## config.mk

```make
export PLATFORM = sky130hd
export DESIGN_NAME = sha2_padder
export DESIGN_NICKNAME = d
export VERILOG_FILES = /design/src/rtl/sha2_padder_pkg.sv /design/src/rtl/sha2_padder_sha_type_decoder.sv /design/src/rtl/sha2_padder.sv
export SDC_FILE = /design/constraint.sdc
export NUM_CORES = 1
export LEC_CHECK = 0
export BUFFER_PORTS_ARGS = -buffer_cell sky130_fd_sc_hd__buf_2
export CAP_MARGIN = 20
export CORE_AREA = 2 2 326 328
export CTS_CLUSTER_DIAMETER = 80
export DETAILED_ROUTE_END_ITERATION = 7
export DIE_AREA = 0 0 328 330
export PLACE_DENSITY_LB_ADDON = 0.1
export SYNTH_ARGS = -nofsm -noshare
export SYNTH_HDL_FRONTEND = slang
export SYNTH_SLANG_ARGS = --single-unit
```

## constraint.sdc

```tcl
create_clock -name axis_aclk -period 6.75 [get_ports axis_aclk]
set_clock_uncertainty 0.05 [all_clocks]
set_input_delay 0.3375 -clock axis_aclk [delete_from_list [all_inputs] [get_ports axis_aclk]]
set_output_delay 0.3375 -clock axis_aclk [all_outputs]
set_load 0.05 [all_outputs]
```

## src/rtl/sha2_padder_pkg.sv

```systemverilog
// sha2_padder_pkg: shared types, codec constants, block geometry and helpers for the SHA-2 padder
package sha2_padder_pkg;
  typedef enum logic [1:0] {IDLE, ACCEPT, PAD, SEND} st_e;
  typedef enum logic [1:0] {SHA224, SHA256, SHA384, SHA512} sha_e;
  localparam int CODEC_POS = 0;
  localparam int CODEC_W = 16;
  localparam logic [CODEC_W-1:0] CODEC_SHA2_224 = 16'h1013;
  localparam logic [CODEC_W-1:0] CODEC_SHA2_256 = 16'h0012;
  localparam logic [CODEC_W-1:0] CODEC_SHA2_384 = 16'h0020;
  localparam logic [CODEC_W-1:0] CODEC_SHA2_512 = 16'h0013;
  localparam int BLOCK512_BEATS = 1;
  localparam int BLOCK1024_BEATS = 2;
  localparam int L_512 = 1;
  localparam int L_1024 = 2;
  localparam logic [63:0] MARKER_WORD = 64'h8000_0000_0000_0000;
  function automatic logic [3:0] popcount8(input logic [7:0] v);
    logic [3:0] n;
    n = '0;
    for (int i = 0; i < 8; i++) n = n + {3'b000, v[i]};
    return n;
  endfunction
endpackage

```

## src/rtl/sha2_padder_sha_type_decoder.sv

```systemverilog
// sha_type_decoder: maps a multiformats codec to a SHA-2 variant, unknown codecs fall back to SHA-224
module sha_type_decoder
  import sha2_padder_pkg::*;
(
  input  logic [CODEC_W-1:0] codec,
  output sha_e               sha_type
);
  always_comb
    sha_type = codec == CODEC_SHA2_224 ? SHA224 :
               codec == CODEC_SHA2_256 ? SHA256 :
               codec == CODEC_SHA2_384 ? SHA384 :
               codec == CODEC_SHA2_512 ? SHA512 : SHA224;
endmodule

```

## src/rtl/sha2_padder.sv

```systemverilog
// sha2_padder: SHA-2 message padder, 64-bit AXI-Stream message in, 512-bit padded beats out
module sha2_padder
  import sha2_padder_pkg::*;
#(
  parameter int C_S_AXIS_DATA_WIDTH = 64,
  parameter int C_M_AXIS_DATA_WIDTH = 512,
  parameter int C_AXIS_TUSER_WIDTH  = 128
) (
  input  logic                           axis_aclk,
  input  logic                           axis_reset,
  input  logic [C_S_AXIS_DATA_WIDTH-1:0] s_axis_tdata,
  input  logic [7:0]                     s_axis_tkeep,
  input  logic [C_AXIS_TUSER_WIDTH-1:0]  s_axis_tuser,
  input  logic                           s_axis_tvalid,
  output logic                           s_axis_tready,
  input  logic                           s_axis_tlast,
  output logic [C_M_AXIS_DATA_WIDTH-1:0] m_axis_tdata,
  output logic [C_AXIS_TUSER_WIDTH-1:0]  m_axis_tuser,
  output logic                           m_axis_tvalid,
  input  logic                           m_axis_tready,
  output logic                           m_axis_tlast
);
  st_e st_q, st_d;
  logic [7:0][63:0] buf_q, buf_d;
  logic [C_AXIS_TUSER_WIDTH-1:0] tuser_q, tuser_d;
  logic [2:0] w_q, w_d;
  logic [60:0] nbytes_q, nbytes_d;
  logic half_q, half_d, big_q, big_d, pend_q, pend_d, mdone_q, mdone_d;
  logic lok_q, lok_d, last_q, last_d, fin_q, fin_d;
  logic s_rdy_q, s_rdy_d, m_vld_q, m_vld_d, m_last_q, m_last_d;
  sha_e dec_type;
  logic dec_big, big_now, elig, s_hs;
  logic [2:0] lim;
  logic [3:0] kcnt;
  logic [63:0] kmask, in_word;
  sha_type_decoder u_dec (
    .codec    (s_axis_tuser[CODEC_POS +: CODEC_W]),
    .sha_type (dec_type)
  );
  always_comb
    for (int i = 0; i < 8; i++) kmask[8*i +: 8] = {8{s_axis_tkeep[i]}};
  always_comb begin
    dec_big = dec_type == SHA384 || dec_type == SHA512;
    big_now = st_q == IDLE ? dec_big : big_q;
    lim = big_now ? 3'(7 - L_1024) : 3'(7 - L_512);
    elig = int'(half_q) == (big_now ? BLOCK1024_BEATS : BLOCK512_BEATS) - 1;
    s_hs = s_axis_tvalid && s_rdy_q;
    kcnt = popcount8(s_axis_tkeep);
    in_word = (s_axis_tdata & kmask) | (s_axis_tlast ? MARKER_WORD >> {kcnt, 3'b000} : '0);
    st_d = st_q;
    buf_d = buf_q;
    tuser_d = tuser_q;
    w_d = w_q;
    nbytes_d = nbytes_q;
    half_d = half_q;
    big_d = big_q;
    pend_d = pend_q;
    mdone_d = mdone_q;
    lok_d = lok_q;
    last_d = last_q;
    if (s_hs) begin
      tuser_d = st_q == IDLE ? s_axis_tuser : tuser_q;
      big_d = big_now;
      buf_d[~w_q] = in_word;
      nbytes_d = nbytes_q + 61'(kcnt);
      w_d = w_q + 3'd1;
      pend_d = s_axis_tlast ? kcnt[3] : pend_q;
      mdone_d = s_axis_tlast ? !kcnt[3] : mdone_q;
      lok_d = s_axis_tlast ? !kcnt[3] && w_q <= lim : lok_q;
      last_d = last_q || s_axis_tlast;
      st_d = w_q == 3'd7 ? SEND : s_axis_tlast ? PAD : ACCEPT;
    end else if (st_q == PAD) begin
      buf_d[~w_q] = pend_q ? MARKER_WORD : (w_q == 3'd7 && elig && lok_q) ? {nbytes_q, 3'b000} : '0;
      pend_d = 1'b0;
      mdone_d = mdone_q || pend_q;
      lok_d = lok_q || (pend_q && w_q <= lim);
      w_d = w_q + 3'd1;
      st_d = w_q == 3'd7 ? SEND : PAD;
    end else if (st_q == SEND && m_axis_tready) begin
      w_d = '0;
      half_d = big_q && !half_q && !fin_q;
      mdone_d = mdone_q && !fin_q;
      lok_d = mdone_q && !fin_q;
      last_d = last_q && !fin_q;
      nbytes_d = fin_q ? '0 : nbytes_q;
      st_d = fin_q ? IDLE : last_q ? PAD : ACCEPT;
    end
    fin_d = (st_d == SEND && st_q != SEND) ? elig && lok_d : fin_q;
    s_rdy_d = st_d == IDLE || st_d == ACCEPT;
    m_vld_d = st_d == SEND;
    m_last_d = st_d == SEND && fin_d;
  end
  always_ff @(posedge axis_aclk)
    if (axis_reset) begin
      st_q <= IDLE;
      buf_q <= '0;
      tuser_q <= '0;
      w_q <= '0;
      nbytes_q <= '0;
      half_q <= 1'b0;
      big_q <= 1'b0;
      pend_q <= 1'b0;
      mdone_q <= 1'b0;
      lok_q <= 1'b0;
      last_q <= 1'b0;
      fin_q <= 1'b0;
      s_rdy_q <= 1'b0;
      m_vld_q <= 1'b0;
      m_last_q <= 1'b0;
    end else begin
      st_q <= st_d;
      buf_q <= buf_d;
      tuser_q <= tuser_d;
      w_q <= w_d;
      nbytes_q <= nbytes_d;
      half_q <= half_d;
      big_q <= big_d;
      pend_q <= pend_d;
      mdone_q <= mdone_d;
      lok_q <= lok_d;
      last_q <= last_d;
      fin_q <= fin_d;
      s_rdy_q <= s_rdy_d;
      m_vld_q <= m_vld_d;
      m_last_q <= m_last_d;
    end
  assign s_axis_tready = s_rdy_q;
  assign m_axis_tdata = buf_q;
  assign m_axis_tuser = tuser_q;
  assign m_axis_tvalid = m_vld_q;
  assign m_axis_tlast = m_last_q;
endmodule

```

==> results.json <==
{
  "status": "finished, final reports clean",
  "ys_seq_area_frac": 0.4999,
  "min_period_over_period": 0.7547,
  "whs_endpoint": "m_axis_tuser[99]$_SDFFE_PP0P_",
  "required_ns": 7.29,
  "crit_slowest_cell": "fa_1",
  "dp_hpwl_um": 96470,
  "gp_congestion": 0.8626,
  "total_power_mw": 9.841,
  "clock_path_buffers": 3,
  "crit_family": "adder cells",
  "num_rows": 119,
  "grt_max_degree": 185,
  "path_cells": "buf_2 > fa_1 > inv_1 > fa_1 > fa_1 > inv_1 > ha_1 > fa_1 > inv_1 > fa_1 > nor2b_1 > o21ai_0 > a211oi_4 > buf_4 > nand4_1 > or4_1 > a21oi_1",
  "fin_crit_ns": 5.095,
  "globalRouteTotalUtil": 0.2486,
  "hp-class": "primary input to flop",
  "hold_depth": 3,
  "routed_wl_um": 142000,
  "crit_path_start_kind": "primary input",
  "ctsRootBufferMaster": "clkbuf_16",
  "rr_endpoint": "m_axis_tdata[32]$_SDFFE_PP0P_",
  "synth_ff_type": "dfxtp_1",
  "drtAntennaViolNets": 0,
  "tns_ns": 0,
  "cts_tree": "built",
  "clkTransAtPathRegs_ns": 0.06,
  "timing.final.hold_violations": 0,
  "setup_viol": 0,
  "maxSlewViolCount": 0,
  "synth_cells": 3448,
  "die_area_um2": 108200,
  "start_util": 0.2739,
  "reg2reg_slack_ns": 2.54,
  "synth_most_common_cell": "nor2_1",
  "synth-edff-count": 0,
  "drc": 0,
  "slew_headroom": 0.2491,
  "p_leak_nw": 15.32,
  "vdd_drop_max_uv": 155.1,
  "p_per_area_nw_per_um2": 261.3,
  "postSynthNetCount": 3670,
  "clock_sinks": 716,
  "drive_gt1_frac": 0.2472,
  "chipWidth_um": 328,
  "wl_per_cell_um": 25.14,
  "post_cts_buffers": 0,
  "multi_input_area_um2": 12920,
  "min_from": "s_axis_tuser[99]",
  "worstPathArrival_ns": 5.63,
  "setup_ws_ns": 1.655,
  "numPortBuffers": 847,
  "worstPathMaxFanout": 17,
  "worst_pin_slew_ns": 1.118,
  "antenna_found_initial": 17,
  "fin_nets": 4410,
  "endpoint_kind": "flop",
  "synthesis.area_um2": 28670,
  "synth_area_leader_cell": "dfxtp_1",
  "avgSynthCellArea_um2": 8.316,
  "clock_latency_ns": 0.67,
  "r2r-start": "s_axis_tready$_SDFF_PP0_",
  "dr.pass1.iters": 6,
  "maxCapViolations": 0,
  "path_buf_inv": 5,
  "synth_area_leaders": "dfxtp_1 50%, nor2_1 12%, a221oi_1 11%",
  "numCtsBuffers": 88,
  "synth_common_cells": "941 x nor2_1, 716 x dfxtp_1, 373 x a221oi_1",
  "dieHeight_um": 330,
  "max_freq_ghz": 0.1963,
  "num_io_pins": 848,
  "grt_pass1_vias": 26730,
  "synth_top_area_share": 0.4999,
  "seqCellArea_um2": 14330,
  "area_growth_pct": 31.33,
  "crit_type": "primary input to flop",
  "fillers": 11070,
  "rsz0062_at_grt": "no",
  "critPathMaxStageDelay_ns": 0.64,
  "vias": 28940,
  "ys_ff_latch": 716,
  "worstRegToRegCells": 7,
  "crit_top_cell": "fa_1",
  "vias_per_cell": 5.122,
  "synth_cell_types": 60,
  "htree_levels": 3,
  "ys_async_sr_fraction": 0,
  "ctsResizeCount": 0,
  "core_area_um2": 104700,
  "drt_iter0_drc": 2425,
  "yosys_warnings": 0,
  "overflow": 0,
  "grt_first_pass_wirelength_um": 198500,
  "pre_cts_slack_ns": 0.9836
}
placed cells by master (no fill, tap or decap), drive strengths merged, types with 3 or more instances in the layout:
cell type,count
o21a,4
diode,8
a211oi,34
a21o,5
a32o,3
o21ai,29
nand3,86
and4,14
clkbuf,130
xnor2,12
a31oi,27
clkinv,15
buf,883
dfxtp,716
a221oi,373
nor3,12
o2bb2ai,50
nor2b,6
nand2b,3
nand4,22
and3,18
inv,23
nor2,942
clkinvlp,3
nand2,352
a22oi,38
nor4,11
and2,18
nor3b,4
mux2i,5
dlygate4sd3,119
or2,3
xor2,35
a21oi,204
fa,5
or3,12
ha,12
per-layer routing:
layer | vias up | global-route usage | part of all wire
met1 | 13970 | 0.3284 | 0.43
met5 | - | 0 | 0.00074
met3 | 219 | 0.06618 | 0.078
met4 | 16 | 0.09214 | 0.034
li1 | 13610 | - | -
met2 | 1123 | 0.3878 | 0.45
state kept, by name (all words and copies together) (netlist names):
signal	cells
last_q	1
w_q	3
st_q	2
half_q	1
m_axis_tvalid	1
fin_q	1
big_q	1
m_axis_tdata	512
m_axis_tlast	1
s_axis_tready	1
mdone_q	1
pend_q	1
nbytes_q	61
lok_q	1
m_axis_tuser	128
timing repair:
| action | in CTS | in global routing |
|---|---|---|
| hold endpoints to repair | 119 | 0 |
| endpoints found under the setup margin | 0 | 0 |
| hold buffers | 119 | 0 |
where the power goes:
group	total [mW]	internal, mW	switching (mW)
Clock	4.70	2.74	1.96
Sequential	4.33	4.28	0.0437
Combinational	0.818	0.222	0.596
Total	9.84	7.24	2.60
final cells by class:
cell class,instances,share of cell area
Sequential cell,716,0.3806
Antenna cell,8,0.0005316
Inverter,20,0.001994
Clock buffer,130,0.06911
Clock inverter,23,0.005482
Timing Repair Buffer,1002,0.1529
Multi-Input combinational cell,2360,0.3431
Tap cell,1391,0.04622
kinds of logic (layout without fill, tap and decap cells):
kind of cell	Yosys count	count (layout)	share of synthesized area
other	0	8	0
adder cells (fa/ha/maj)	17	17	0.008727
AO/OA/AOI/OAI	780	780	0.2030
AND/OR/NAND/NOR	1511	1511	0.2187
XOR/XNOR	47	47	0.01436
flip-flops	716	716	0.4999
buffers and inverters	372	1175	0.05358
multiplexers	5	5	0.001745
how the worst max path moves through the flow:
stage | from | to | slack, ns | depth (start not counted)
final | s_axis_tkeep[3] | nbytes_q[60]$_SDFFE_PP0P_ | 1.66 | 17
after global routing | s_axis_tkeep[3] | nbytes_q[60]$_SDFFE_PP0P_ | 1.17 | 17
after CTS | s_axis_tkeep[3] | nbytes_q[60]$_SDFFE_PP0P_ | 1.67 | 17
after detailed placement | s_axis_tkeep[3] | nbytes_q[60]$_SDFFE_PP0P_ | 0.98 | 17
after global placement | s_axis_tkeep[3] | nbytes_q[60]$_SDFFE_PP0P_ | 0.94 | 17
after floorplan | s_axis_tkeep[0] | nbytes_q[58]$_SDFFE_PP0P_ | 2.03 | 16
worst register-to-register path: cells and delay by family (launching register included):
family	cells	cell delay, ns
and+or+nand+nor	5	2.95
buffers and inverters	1	0.59
DFF	1	0.35
AOI/OAI and AO/OA	1	0.19
stage by stage:
step                  util  instance area, um2  std cells  hold slack, ns
floorplan                -               28670       3448          0.4020
global placement    0.3213               33630       5369          0.3898
detailed placement  0.3213               33630       5369          0.3935
CTS                 0.3595               37630       5641        0.007289
global route        0.3597               37650       5647         0.02398
finish              0.3598               37660       5650         0.05710
Note: power is estimated with default switching activity, not from simulation.
